===== config.mk =====
export PLATFORM = sky130hd
export DESIGN_NAME = pipe_csa_adder
export DESIGN_NICKNAME = d
export VERILOG_FILES = /design/src/rtl/pipe_csa_adder.sv
export SDC_FILE = /design/constraint.sdc
export NUM_CORES = 2
export LEC_CHECK = 0
export CAP_MARGIN = 20
export CORE_ASPECT_RATIO = 0.5
export CORE_MARGIN = 1
export CORE_UTILIZATION = 63
export DETAILED_ROUTE_END_ITERATION = 10
export PLACE_DENSITY = 0.87
export SLEW_MARGIN = 10
export SYNTH_ARGS = -nofsm -noshare
export SYNTH_HDL_FRONTEND = slang
export SYNTH_HIERARCHICAL = 1
export SYNTH_SLANG_ARGS = --single-unit

===== constraint.sdc =====
create_clock -name clk -period 9.53 [get_ports clk]
set_clock_uncertainty 0.15 [all_clocks]
set_input_delay 1.4295 -clock clk [delete_from_list [all_inputs] [get_ports clk]]
set_output_delay 1.4295 -clock clk [all_outputs]
set_load 0.03 [all_outputs]

===== src/rtl/pipe_csa_adder.sv =====
// Pipelined carry-select adder: one SLICE-bit slice resolved per stage, operands skewed in, results deskewed out.
// Define PIPE_CSA_SUB_EN to enable subtraction (sub=1 -> a - b, cout=1 means no borrow).

module csa_slice #(
    parameter int W = 64
) (
    input  logic [W-1:0] a_i,
    input  logic [W-1:0] b_i,
    input  logic         ci_i,
    output logic [W-1:0] s_o,
    output logic         co_o
);
    logic [W:0] s0, s1;

    // Both carry hypotheses are formed in parallel; the incoming carry only drives the mux.
    assign s0 = {1'b0, a_i} + {1'b0, b_i};
    assign s1 = {1'b0, a_i} + {1'b0, b_i} + {{W{1'b0}}, 1'b1};
    assign {co_o, s_o} = ci_i ? s1 : s0;
endmodule

module pipe_csa_adder #(
    parameter int WIDTH = 256,
    parameter int SLICE = 64
) (
    input  logic             clk,
    input  logic             rst_n,
    input  logic             in_valid,
    output logic             in_ready,
    input  logic [WIDTH-1:0] a,
    input  logic [WIDTH-1:0] b,
    input  logic             cin,
    input  logic             sub,
    output logic             out_valid,
    input  logic             out_ready,
    output logic [WIDTH-1:0] sum,
    output logic             cout
);
    localparam int STAGES = WIDTH / SLICE;

    if (WIDTH % SLICE != 0) begin : g_cfg_err
        $error("WIDTH must be an integer multiple of SLICE");
    end

    logic              adv;
    logic [STAGES:1]   vld_q;
    logic [WIDTH-1:0]  b_in;
    logic              c_in;

`ifdef PIPE_CSA_SUB_EN
    assign b_in = sub ? ~b : b;
    assign c_in = sub ? 1'b1 : cin;
`else
    logic unused_sub;
    assign unused_sub = sub;
    assign b_in       = b;
    assign c_in       = cin;
`endif

    assign adv      = !out_valid || out_ready;
    assign in_ready = adv;

    always_ff @(posedge clk or negedge rst_n) begin
        if (!rst_n) begin
            vld_q <= '0;
        end else if (adv) begin
            vld_q[1] <= in_valid;
            for (int k = 2; k <= STAGES; k++) vld_q[k] <= vld_q[k-1];
        end
    end

    // Level k+1 word: slices 0..k hold results, slices above still hold operand a.
    for (genvar k = 0; k < STAGES; k++) begin : g_lvl
        localparam int BW = WIDTH - k * SLICE;

        logic [WIDTH-1:0] aw, w_d, w_q;
        logic [BW-1:0]    bw;
        logic [SLICE-1:0] s_s;
        logic             ci, co, cy_q;

        if (k == 0) begin : g_src
            assign aw = a;
            assign bw = b_in;
            assign ci = c_in;
        end else begin : g_src
            assign aw = g_lvl[k-1].w_q;
            assign bw = g_lvl[k-1].g_b.b_q;
            assign ci = g_lvl[k-1].cy_q;
        end

        csa_slice #(.W(SLICE)) u_slice (
            .a_i  (aw[k*SLICE +: SLICE]),
            .b_i  (bw[SLICE-1:0]),
            .ci_i (ci),
            .s_o  (s_s),
            .co_o (co)
        );

        always_comb begin
            w_d                     = aw;
            w_d[k*SLICE +: SLICE]   = s_s;
        end

        always_ff @(posedge clk or negedge rst_n) begin
            if (!rst_n) begin
                w_q  <= '0;
                cy_q <= 1'b0;
            end else if (adv) begin
                w_q  <= w_d;
                cy_q <= co;
            end
        end

        // Pending b' slices shrink by one slice per level.
        if (BW > SLICE) begin : g_b
            logic [BW-SLICE-1:0] b_q;
            always_ff @(posedge clk or negedge rst_n) begin
                if (!rst_n)   b_q <= '0;
                else if (adv) b_q <= bw[BW-1:SLICE];
            end
        end
    end

    assign out_valid = vld_q[STAGES];
    assign sum       = g_lvl[STAGES-1].w_q;
    assign cout      = g_lvl[STAGES-1].cy_q;
endmodule


==> flow_summary.toml <==
[clock_network]
clockRootBuffer = "clkbuf_16"
cts_resized = 0
htree_levels = 3
cts_buffers = 118
post-cts-setup-buffer-count = 0
cts_hold_buffers = 0
clock-sinks = 1416
tritoncts = "done"
clk_latency_ns = 0.77
clk_pin_slew_ns = 0.07
ctsLongestPathBuffers = 3

[route]
avgRoutedWirePerCell_um = 24.6
drt-pass1-iter-count = 9
vias_per_cell = 6.33
final_antenna_net_count = 0
wl_mm = 230
vias = 59248
drtIter0Drc = 5490
drcViolationCount = 80

[place]
io_buffers = 775
dp_hpwl_mm = 171
gp_congestion = 0.988
postPlaceCellArea_sq_mm = 0.0874

[final_layout]
final_cell_mix = "1416 x dfrtp_1, 1312 x mux2_2, 774 x clkdlybuf4s50_1, 483 x nand2_1, 371 x nor2_1"
finalInstanceArea_sq_mm = 0.0918
drive_gt1_share_pct = 24.2
layout_commonest_cell = "dfrtp_1"
syn_to_final_growth_pct = 15.2
n_fill_cell = 8201
final_nets = 8330

[floorplanning]
row_count = 91
die-area_sq_mm = 0.128
core_sq_mm = 0.124
dieWidth_um = 505
initial_core_util_pct = 64.1
ios = 777
die_h_um = 253

[timing]
slew_headroom_pct = 24.1
tns_ns = 0
hold_viol_final = 0
slew_violations = 0
period_minus_slack_ns = 6.26
worstMarginPinSlew_ns = 1.14
period_share_pct = 65.7
rsz0062_at_grt = "no"
finalSetupViolCount = 0
fmax_mhz = 160

[setup_path]
start_kind = "input pin"
required_ns = 10.01
path_max_fanout = 6
crit_start = "a[0]"
timing.rr.end = "sum[234]$_DFFE_PN0P_"
arrival_ns = 6.74
reg2reg_depth = 13
r2r_slack_ns = 3.57
regToRegStartpoint = "g_lvl[2].w_q[225]$_DFFE_PN0P_"
endpoint_kind = "flop"
worstSetupPathType = "input pin to flop"

[logic_synthesis]
yosys_warnings = 6
synth-seq-area-share_pct = 44.5
synth_edf_count = 0
async_flop_share_pct = 100
synth_area_sq_mm = 0.0797
yosysUniqueCellTypes = 126
yosys_register_bits = 1416
synth_nets = 7755
ys.flop_type = "dfrtp_1"
synthCells = 6973
avgSynthCellArea_sq_um = 11.4

[status]
violations = "DRC"
status = "finished, violations left"

[global_route]
grt_overflow_total = 0
grt.total_usage_pct = 35.6
first_global_vias = 60177
grt_pass1_wl_mm = 353
grt_max_degree = 193
antenna_found_initial = 39

[hold_path]
hp-class = "flop to flop"
worst_hold_path.endpoint = "vld_q[4]$_DFFE_PN0P_"
hp-start = "vld_q[3]$_DFFE_PN0P_"
whs_path_depth = 1

[run]
maxCapViolCount = 0

[pwr]
leakage_uw = 0.0375
powerDensity_mw_per_mm2 = 405
max-vdd-ir-drop_mv = 0.223
-- metrics by stage --
step	setup slack [ns]	hold slack (ns)	total power, uW	util (%)	cells
after floorplan	4.24	0.280	24900	-	6973
after global placement	2.80	0.307	30400	70.3	9100
after detailed placement	2.72	0.308	31000	70.3	9100
after CTS	3.51	0.330	36800	73.8	9325
after global routing	3.18	0.346	39000	73.8	9353
final	3.27	0.321	37200	73.8	9354
-- area by class of cell --
cell class / instances / area, sq um / share of cell area (%)
clock inverters: 68 / 917 / 0.999
well taps: 1674 / 2090 / 2.28
clock buffers: 157 / 3410 / 3.72
multi-input cells: 5136 / 41400 / 45.1
diodes: 27 / 67.6 / 0.0736
repair buffers: 809 / 8180 / 8.91
inverters: 67 / 251 / 0.274
flip-flops and latches: 1416 / 35400 / 38.6
-- registers in the layout, indices dropped and copies added (netlist names) --
| signal | cells |
|---|---|
| sum | 256 |
| cout | 1 |
| g_lvl.g_b.b_q | 384 |
| g_lvl.w_q | 768 |
| g_lvl.cy_q | 3 |
| vld_q | 4 |
-- critical path, cell delays in order --
cell and delay, ns:
clkdlybuf4s50_1 0.46, ha_1 0.21, inv_1 0.07, fa_1 0.39, nand2b_1 0.21, a21oi_1 0.47, o31ai_2 0.21, a21oi_1 0.37
nor4_1 0.12, a211o_1 0.35, nor4_2 0.56, nand2_2 0.20, nor4b_1 0.98, nand4_1 0.20, xor2_1 0.21, mux2_2 0.28
-- routing by layer --
layer	wire length, um	part of all wire [%]	GRT usage, %
met5	152	0.066	0
met3	14800	6.4	5.80
met1	91200	40	44.9
met2	111000	48	59.3
met4	13000	5.7	19.2
-- worst max path at each step --
stage               cells after the start                           end  slack (ns)
floorplan                              15  g_lvl[0].w_q[62]$_DFFE_PN0P_        4.24
global placement                       12     g_lvl[0].cy_q$_DFFE_PN0P_        2.80
detailed placement                     16     g_lvl[0].cy_q$_DFFE_PN0P_        2.72
CTS                                    16     g_lvl[0].cy_q$_DFFE_PN0P_        3.51
global route                           16     g_lvl[0].cy_q$_DFFE_PN0P_        3.18
finish                                 16     g_lvl[0].cy_q$_DFFE_PN0P_        3.27
-- cell usage after synthesis (all sizes together) (45+ instances only) --
| cell | n | area share, % |
|---|---|---|
| nor4 | 86 | 0.83 |
| dfrtp | 1416 | 44 |
| nand4 | 200 | 1.7 |
| o21a | 45 | 0.42 |
| a211oi | 59 | 0.63 |
| nor2 | 373 | 1.8 |
| buf | 244 | 2.7 |
| xor2 | 144 | 1.6 |
| nor3 | 159 | 1.1 |
| o211ai | 60 | 0.58 |
| nand2 | 484 | 2.3 |
| xnor2 | 256 | 2.8 |
| inv | 67 | 0.32 |
| a21oi | 347 | 2.3 |
| ha | 260 | 4.1 |
| clkbuf | 110 | 0.52 |
| mux2 | 1422 | 20 |
| nand3 | 119 | 0.77 |
| o21ai | 283 | 1.8 |
| a21o | 114 | 1.1 |
| and3 | 46 | 0.36 |
-- where the power goes --
group          leakage, uW  total, uW  switching (uW)  internal (uW)
Combinational       0.0188      21300           12500           8820
Clock              0.00213       5410            2400           3010
Sequential          0.0165      10400            1770           8660
Total               0.0375      37200           16700          20500
-- cells by family (layout without fill, tap and decap cells) --
group	after synthesis	after routing	synth area share [%]
flops	1416	1416	44.5
buf+inv	421	1101	3.53
xor+xnor	400	400	4.40
fa+ha+maj	264	264	4.18
other cells	0	27	0
simple gates	1801	1801	12.1
compound gates	1220	1220	10.5
mux	1451	1451	20.8
(Power assumes the default switching activity.)
